$ cat config.mk
export PLATFORM = sky130hd
export DESIGN_NAME = seq_booth_mult_flat
export DESIGN_NICKNAME = d
export VERILOG_FILES = /design/src/rtl/seq_booth_mult_if.sv /design/src/rtl/seq_booth_mult.sv /design/src/flat_wrapper.sv
export SDC_FILE = /design/constraint.sdc
export NUM_CORES = 1
export LEC_CHECK = 0
export BUFFER_PORTS_ARGS = -buffer_cell sky130_fd_sc_hd__clkbuf_2
export CELL_PAD_IN_SITES_DETAIL_PLACEMENT = 0
export CELL_PAD_IN_SITES_GLOBAL_PLACEMENT = 1
export CORE_MARGIN = 3
export CORE_UTILIZATION = 42
export CTS_CLUSTER_DIAMETER = 30
export DETAILED_ROUTE_END_ITERATION = 16
export HOLD_SLACK_MARGIN = 0.03
export PLACE_DENSITY_LB_ADDON = 0.3
export REMOVE_ABC_BUFFERS = 1
export SKIP_LAST_GASP = 1
export SYNTH_ARGS = -nofsm -noshare
export SYNTH_HDL_FRONTEND = slang
export SYNTH_SLANG_ARGS = --single-unit
$ cat constraint.sdc
create_clock -name clk -period 4.1 [get_ports clk]
set_input_delay 0.205 -clock clk [delete_from_list [all_inputs] [get_ports clk]]
set_output_delay 0.205 -clock clk [all_outputs]
set_load 0.05 [all_outputs]
$ cat src/rtl/seq_booth_mult_if.sv
// Handshake bundle for seq_booth_mult: operand request side and product response side.
interface seq_booth_mult_if #(parameter int WIDTH = 8);
  logic                 in_valid;
  logic                 in_ready;
  logic [WIDTH-1:0]     a;
  logic [WIDTH-1:0]     b;
  logic                 signed_mode;
  logic                 out_valid;
  logic                 out_ready;
  logic [2*WIDTH-1:0]   p;
  logic                 busy;

  modport master (
    output in_valid, a, b, signed_mode, out_ready,
    input  in_ready, out_valid, p, busy
  );

  modport slave (
    input  in_valid, a, b, signed_mode, out_ready,
    output in_ready, out_valid, p, busy
  );
endinterface

$ cat src/rtl/seq_booth_mult.sv
// Sequential radix-2 Booth multiplier, one partial-product step per clock,
// signed or unsigned per transaction, valid/ready on both sides.
module seq_booth_mult #(
  parameter int WIDTH = 8
) (
  input  logic             clk,
  input  logic             rst_n,
  seq_booth_mult_if.slave  bus
);
  localparam int AW = 2*WIDTH + 4;
  localparam int CW = $clog2(WIDTH + 1);

  typedef enum logic [1:0] {IDLE, BUSY, DONE} state_t;

  state_t             state, state_nxt;
  logic [AW-1:0]      acc;
  logic [WIDTH+1:0]   ext_a;
  logic [CW-1:0]      cnt;
  logic [2*WIDTH-1:0] p_q;
  logic [WIDTH+1:0]   upper, sum;
  logic [AW-1:0]      step_acc;
  logic               accept, sgn_a, sgn_b;

  assign accept = bus.in_valid && (state == IDLE);
  assign sgn_a  = bus.signed_mode & bus.a[WIDTH-1];
  assign sgn_b  = bus.signed_mode & bus.b[WIDTH-1];

  always_ff @(posedge clk or negedge rst_n) begin
    if (!rst_n) state <= IDLE;
    else        state <= state_nxt;
  end

  always_comb begin
    state_nxt = state;
    case (state)
      IDLE:    if (bus.in_valid)  state_nxt = BUSY;
      BUSY:    if (cnt == '0)     state_nxt = DONE;
      DONE:    if (bus.out_ready) state_nxt = IDLE;
      default: state_nxt = IDLE;
    endcase
  end

  always_comb begin
    bus.in_ready  = (state == IDLE);
    bus.busy      = (state == BUSY);
    bus.out_valid = (state == DONE);
  end

  assign bus.p = p_q;

  // Upper half carries two guard bits so add/sub of ext_a cannot wrap before the shift.
  assign upper = acc[AW-1:WIDTH+2];
  always_comb begin
    case (acc[1:0])
      2'b01:   sum = upper + ext_a;
      2'b10:   sum = upper - ext_a;
      default: sum = upper;
    endcase
  end
  assign step_acc = {sum[WIDTH+1], sum, acc[WIDTH+1:1]};

  always_ff @(posedge clk or negedge rst_n) begin
    if (!rst_n) begin
      acc   <= '0;
      ext_a <= '0;
      cnt   <= '0;
      p_q   <= '0;
    end else if (accept) begin
      acc   <= {{(WIDTH+2){1'b0}}, sgn_b, bus.b, 1'b0};
      ext_a <= {{2{sgn_a}}, bus.a};
      cnt   <= CW'(WIDTH);
    end else if (state == BUSY) begin
      acc <= step_acc;
      if (cnt == '0) p_q <= step_acc[2*WIDTH:1];
      else           cnt <= cnt - 1'b1;
    end
  end
endmodule

$ cat src/flat_wrapper.sv
// flat-port wrapper written by rule: the top's interface ports become plain ports
module seq_booth_mult_flat 
#(
  parameter int WIDTH = 8
)
  (clk, rst_n, bus_in_valid, bus_a, bus_b, bus_signed_mode, bus_out_ready, bus_in_ready, bus_out_valid, bus_p, bus_busy);
  seq_booth_mult_if #(.WIDTH(WIDTH)) bus_i ();
  input  logic clk;
  input  logic rst_n;
  input wire logic [$bits(bus_i.in_valid)-1:0] bus_in_valid;
  input wire logic [$bits(bus_i.a)-1:0] bus_a;
  input wire logic [$bits(bus_i.b)-1:0] bus_b;
  input wire logic [$bits(bus_i.signed_mode)-1:0] bus_signed_mode;
  input wire logic [$bits(bus_i.out_ready)-1:0] bus_out_ready;
  output wire logic [$bits(bus_i.in_ready)-1:0] bus_in_ready;
  output wire logic [$bits(bus_i.out_valid)-1:0] bus_out_valid;
  output wire logic [$bits(bus_i.p)-1:0] bus_p;
  output wire logic [$bits(bus_i.busy)-1:0] bus_busy;
  assign bus_i.in_valid = bus_in_valid;
  assign bus_i.a = bus_a;
  assign bus_i.b = bus_b;
  assign bus_i.signed_mode = bus_signed_mode;
  assign bus_i.out_ready = bus_out_ready;
  assign bus_in_ready = bus_i.in_ready;
  assign bus_out_valid = bus_i.out_valid;
  assign bus_p = bus_i.p;
  assign bus_busy = bus_i.busy;
  seq_booth_mult #(.WIDTH(WIDTH)) u_core (.clk(clk), .rst_n(rst_n), .bus(bus_i));
endmodule
==> results_dict.tcl, run 1 <==
set metrics [dict create \
    overflow 0 \
    synthToLayoutAreaGrowth_pct 13.6 \
    run_status "completed" \
    clk_pin_slew_worst_paths_ps 100 \
    netlist_instances 279 \
    cts.repair.resized 0 \
    ant_nets 0 \
    ff2ff_setup_slack_ps 1370 \
    cts-hold-fix-buffers 1 \
    cap_violations 0 \
    timing.slew.headroom_pct 39.1 \
    endpoint_kind "flop" \
    crit_chain "inv_1 > ha_1 > mux2_2 > inv_1 > ha_1 > nor2b_1 > o2111ai_1 > a21oi_1 > or3_1 > a21oi_1 > o31ai_1" \
    max_stage_delay_ps 400 \
    rows 28 \
    clk_path_buf_depth 2 \
    totalWireLength_mm 5.37 \
    fillCellCount 594 \
    vias 2045 \
    drc_errors 0 \
    dieArea_mm2 0.00740 \
    fin_area_mm2 0.00305 \
    yosysWarnings 0 \
    core_mm2 0.00606 \
    hold_path_class "in2reg" \
    antenna_found_initial 0 \
    syn-cell-area_mm2 0.00269 \
    cp_max_fo 10 \
    fp.dieH_um 86.0 \
    via_per_inst 5.20 \
    start_util_pct 44.4 \
    critical_path_class "reg2reg" \
    synth.ff_latch_count 50 \
    final.period_utilization_pct 66.6 \
    async_reset_ff_share_pct 100 \
    dp_hpwl_mm 3.77 \
    syn-mean-instance-area_um2 9.64 \
    gr-usage-met2_pct 27.3 \
    drive_gt1_share_pct 20.8 \
    drt_first_pass_iters 4 \
    io_pins 40 \
    critPathRequiredTime_ps 4270 \
    slew_violations 0 \
    finalNetCount 352 \
    min_period_ps 2730 \
    grt_pass1_wl_mm 9.57 \
    synth_edf_count 0 \
    startpoint_type "flop" \
    worst_pin_slew_ps 911 \
    seq_area_frac_synth_pct 46.5 \
    final_cell_mix "nand2_1, dfrtp_1, clkbuf_2" \
    synth_cell_types 46 \
    grt_max_degree 51 \
    rsz0062_at_grt "false" \
    die_w_um 86.0 \
    clockRootBuffer "clkbuf_8" \
    setup_viol_count_final 0 \
    cts_sinks 50 \
    gp_congestion 0.805 \
    detail_route.wl_per_cell_um 13.7 \
    placed_area_mm2 0.00293 \
    port_buffers 39 \
    crit_path_top_delay_cell "mux2_2" \
    grt_use_met1_pct 20.4 \
    h-tree-depth 2 \
    postCtsSetupRepairBufs 0 \
    ys_dominant_reg_cell "dfrtp_1" \
    insertion_delay_ps 310 \
    grt_pass1_vias 2097 \
    finalSetupTns_ps 0 \
    finClkSkew_ps 12.5 \
    dr.first_iter.drc_count 53 \
    fmaxAchievable_ghz 0.366 \
    grt.busiest_layer "met2" \
    worstPathArrival_ps 2900 \
    grtUsageMet3_pct 3.27 \
    numCtsBuffers 5 \
    hold_viol 0 \
    cts_tree "yes" \
    diodes 0 \
    grt.total_usage_pct 16.2 \
]
## registers in the layout (all words and copies together), names as in the netlist
name          count
u_core.bus.p     16
u_core.ext_a      9
u_core.cnt        4
u_core.acc       19
u_core.state      2
## critical path, delay by kind of cell (launching register included)
family                     cells  cell delay [ps]
adders and majority gates      2              560
DFF                            1              370
AOI/OAI and AO/OA              4              680
buffers and inverters          2              130
and+or+nand+nor                2              460
muxes                          1              400
## layer usage
metal / vias up / part of all wire, %
met5: - / 0
met4: 0 / 1.6
met3: 8 / 3.8
met2: 35 / 45
met1: 963 / 49
li1: 1039 / -
## worst paths after layout
kind,endpoint,startpoint,cells past startpoint
max in group asynchronous,u_core.ext_a[3],rst_n,3
worst min-delay path,u_core.ext_a[5],bus_a[5],3
min in group asynchronous,u_core.bus.p[11],rst_n,3
worst max register to register,u_core.bus.p[15],u_core.acc[0],11
worst max-delay path,u_core.bus.p[15],u_core.acc[0],11
worst min register to register,u_core.bus.p[13],u_core.bus.p[13],2
## area by class of cell
cell class              count  area [um2]  share of cell area (%)
flip-flops and latches     50        1250                    41.0
well taps                  75        93.8                    3.07
multi-input cells         204        1320                    43.1
inverters                  13        48.8                    1.60
clock inverters             3        48.8                    1.60
repair buffers             43         228                    7.46
clock buffers               5        68.8                    2.25
## cells by family after synthesis
kind of cell	Yosys count	share of synthesized area (%)
XOR/XNOR	16	5.21
AND/OR/NAND/NOR	98	16.9
multiplexers	12	4.93
AO/OA/AOI/OAI	64	15.0
buffers and inverters	25	4.56
adder cells (fa/ha/maj)	14	6.79
flip-flops	50	46.5
## synthesized netlist by cell type (3+ instances only)
library cell	instances	area [um2]
dfrtp_1	50	1250
nand2_1	50	188
o21ai_0	19	95.1
a21oi_1	17	85.1
nor2_1	15	56.3
xnor2_1	14	123
ha_1	13	163
inv_1	12	45.0
nand3_1	12	60.1
mux2_2	10	113
a22oi_1	8	60.1
clkbuf_1	6	22.5
nor3_1	4	20.0
o21a_1	4	30.0
o31ai_1	4	30.0
nand2b_1	3	18.8
## stage by stage
stage / hold slack (ps) / cells / setup WS, ps / util, %
floorplan: -90.6 / 267 / 1600 / -
global placement: 353 / 384 / 1410 / 48.3
detailed placement: 355 / 384 / 1380 / 48.3
CTS: 70.0 / 393 / 1360 / 50.4
global route: 97.0 / 393 / 1130 / 50.4
finish: 78.0 / 393 / 1370 / 50.4
Power of run 1 is not shown: default switching activity piles up to over one toggle a cycle in this logic, so the estimate is an artifact.
==> run 2, diff against run 1 <==
--- a/config.mk
+++ b/config.mk
@@ -9,7 +9,7 @@
 export CELL_PAD_IN_SITES_DETAIL_PLACEMENT = 0
 export CELL_PAD_IN_SITES_GLOBAL_PLACEMENT = 1
 export CORE_MARGIN = 3
-export CORE_UTILIZATION = 42
+export CORE_UTILIZATION = 39
 export CTS_CLUSTER_DIAMETER = 30
 export DETAILED_ROUTE_END_ITERATION = 16
 export HOLD_SLACK_MARGIN = 0.03
==> constraint.sdc (replaced) <==
create_clock -name clk -period 2.5 [get_ports clk]
set_input_delay 0.125 -clock clk [delete_from_list [all_inputs] [get_ports clk]]
set_output_delay 0.125 -clock clk [all_outputs]
set_load 0.05 [all_outputs]
==> run 2 against run 1 <==
Worst hold slack lost 47 ps. Sequential share of layout area fell by 5.1 points. Via count rose by 9.0%. Utilization is 3.1 points higher. Non-clock buffer count rose by 30. Die area up 7.1%. Clock skew is 3.7 ps lower. Routed wire length increased by 15%. Clock-buffer cell count unchanged. Fmax up 11%. Critical path depth up 2. Cell area grew 14%. Critical path type unchanged. Critical endpoint is now u_core.acc[16].
==> results_dict.tcl, run 2 (synthesis gave the netlist of run 1 again) <==
set metrics [dict create \
    drc_errors 0 \
    layout_commonest_cell "nand2_1" \
    largest_reg_flops 19 \
    fp.dieH_um 89.0 \
    totalWireLength_mm 6.18 \
    route.met2.wl_mm 3.04 \
    drt-met1-wl_mm 2.88 \
    multi_input_area_mm2 0.00148 \
    layoutNonFillerInstCount 425 \
    grt.total_usage_pct 15.9 \
    via_per_inst 5.24 \
    ant_nets 0 \
    rsz0062_at_grt "true" \
    cp_max_fo 3 \
    critPathRequiredTime_ps 2700 \
    timing.slew.headroom_pct 57.4 \
    cts_sinks 50 \
    port_buffers 39 \
    fin_area_mm2 0.00349 \
    cts_tree "yes" \
    worstPathArrival_ps 2650 \
    synthToLayoutAreaGrowth_pct 29.9 \
    fillCellCount 594 \
    seqCellArea_mm2 0.00125 \
    grt_max_degree 51 \
    drt_first_pass_iters 4 \
    overflow 0 \
    vias 2229 \
    insertion_delay_ps 310 \
    dp_hpwl_mm 4.11 \
    slew_violations 0 \
    grt_pass1_wl_mm 9.96 \
    min_period_ps 2450 \
    endpoint_kind "flop" \
    clockRootBuffer "clkbuf_8" \
    hold_path_class "in2reg" \
    holdWs_ps 31.2 \
    startpoint_type "flop" \
    wl_met3_um 218 \
    core_mm2 0.00653 \
    h-tree-depth 2 \
    top_register "u_core.acc" \
    clk_path_buf_depth 2 \
    numCtsBuffers 5 \
    setup_ws_ps 49.2 \
    diodes 0 \
    io_pins 40 \
    critical_path_class "reg2reg" \
    gp_congestion 0.833 \
    hold_viol 0 \
    run_status "completed" \
    grt_pass1_vias 2138 \
    start_util_pct 41.2 \
    worst_pin_slew_ps 636 \
    dr.first_iter.drc_count 50 \
    finClkSkew_ps 8.79 \
    die_w_um 89.0 \
    top_layer_used "met4" \
    clk_pin_slew_worst_paths_ps 100 \
    final.period_utilization_pct 98.0 \
    finalNetCount 382 \
    place_ws_ps -139 \
    drive_gt1_share_pct 33.9 \
    rows 29 \
    detail_route.wl_per_cell_um 14.5 \
    antenna_found_initial 0 \
    fmaxAchievable_ghz 0.408 \
    placed_area_mm2 0.00307 \
    final_cell_mix "nand2_1, dfrtp_1, clkbuf_2" \
    dieArea_mm2 0.00793 \
    dp.cells 405 \
    setup_viol_count_final 0 \
    cap_violations 0 \
]
[run 2: cell count changes in the layout (fill, tap and decap cells not counted), sizes merged]
| cell | change |
|---|---|
| bufinv | +1 |
| inv | -1 |
| clkinv | +1 |
| buf | +23 |
| dlygate4sd3 | +7 |
| clkinvlp | -1 |
[run 2: area by class of cell]
cell class	instances	share of cell area (%)
clock inverters	3	1.97
multi-input cells	204	42.2
well taps	77	2.76
clock buffers	5	1.97
flip-flops and latches	50	35.9
repair buffers	73	13.8
inverters	13	1.40
[run 2: worst max-delay path: stages (launching register included)]
cell and delay, ps:
dfrtp_1 390, inv_2 70, ha_4 160, nor3b_2 150
buf_4 140, a21oi_2 130, xnor2_1 90, ha_1 350
buf_4 150, nand2_1 60, a21oi_2 40, or3_1 370
a21oi_2 170, o31ai_2 80
[run 2: metal layers]
metal | GRT usage [%] | up-vias
met4 | 4.06 | 0
met5 | 0 | -
met3 | 2.76 | 6
met2 | 26.7 | 42
met1 | 21.5 | 1083
li1 | - | 1098
[run 2: final timing paths]
check,endpoint,slack (ps),from,cells after the start
min reg2reg,u_core.bus.p[13],480,u_core.bus.p[13],2
max,u_core.acc[16],50,u_core.ext_a[1],13
min in group asynchronous,u_core.bus.p[13],450,rst_n,3
min,u_core.ext_a[4],30,bus_a[4],3
max in group asynchronous,u_core.ext_a[2],1580,rst_n,3
max reg2reg,u_core.acc[16],50,u_core.ext_a[1],13
[run 2: timing repair]
action	CTS	global route
endpoints found under the setup margin	4	8
endpoints found under the hold margin	57	0
hold buffers	8	0
pin swaps	1	27
buffers inserted	0	4
gates resized for setup	5	39
[run 2: per-stage QoR]
step / TNS [ps] / util (%)
finish: 0 / 53.5
global route: -412 / 53.5
CTS: 0 / 50.6
detailed placement: -139 / 47.0
global placement: -29.2 / 47.0
floorplan: 0 / -
Power of run 2 is left out for the same reason.
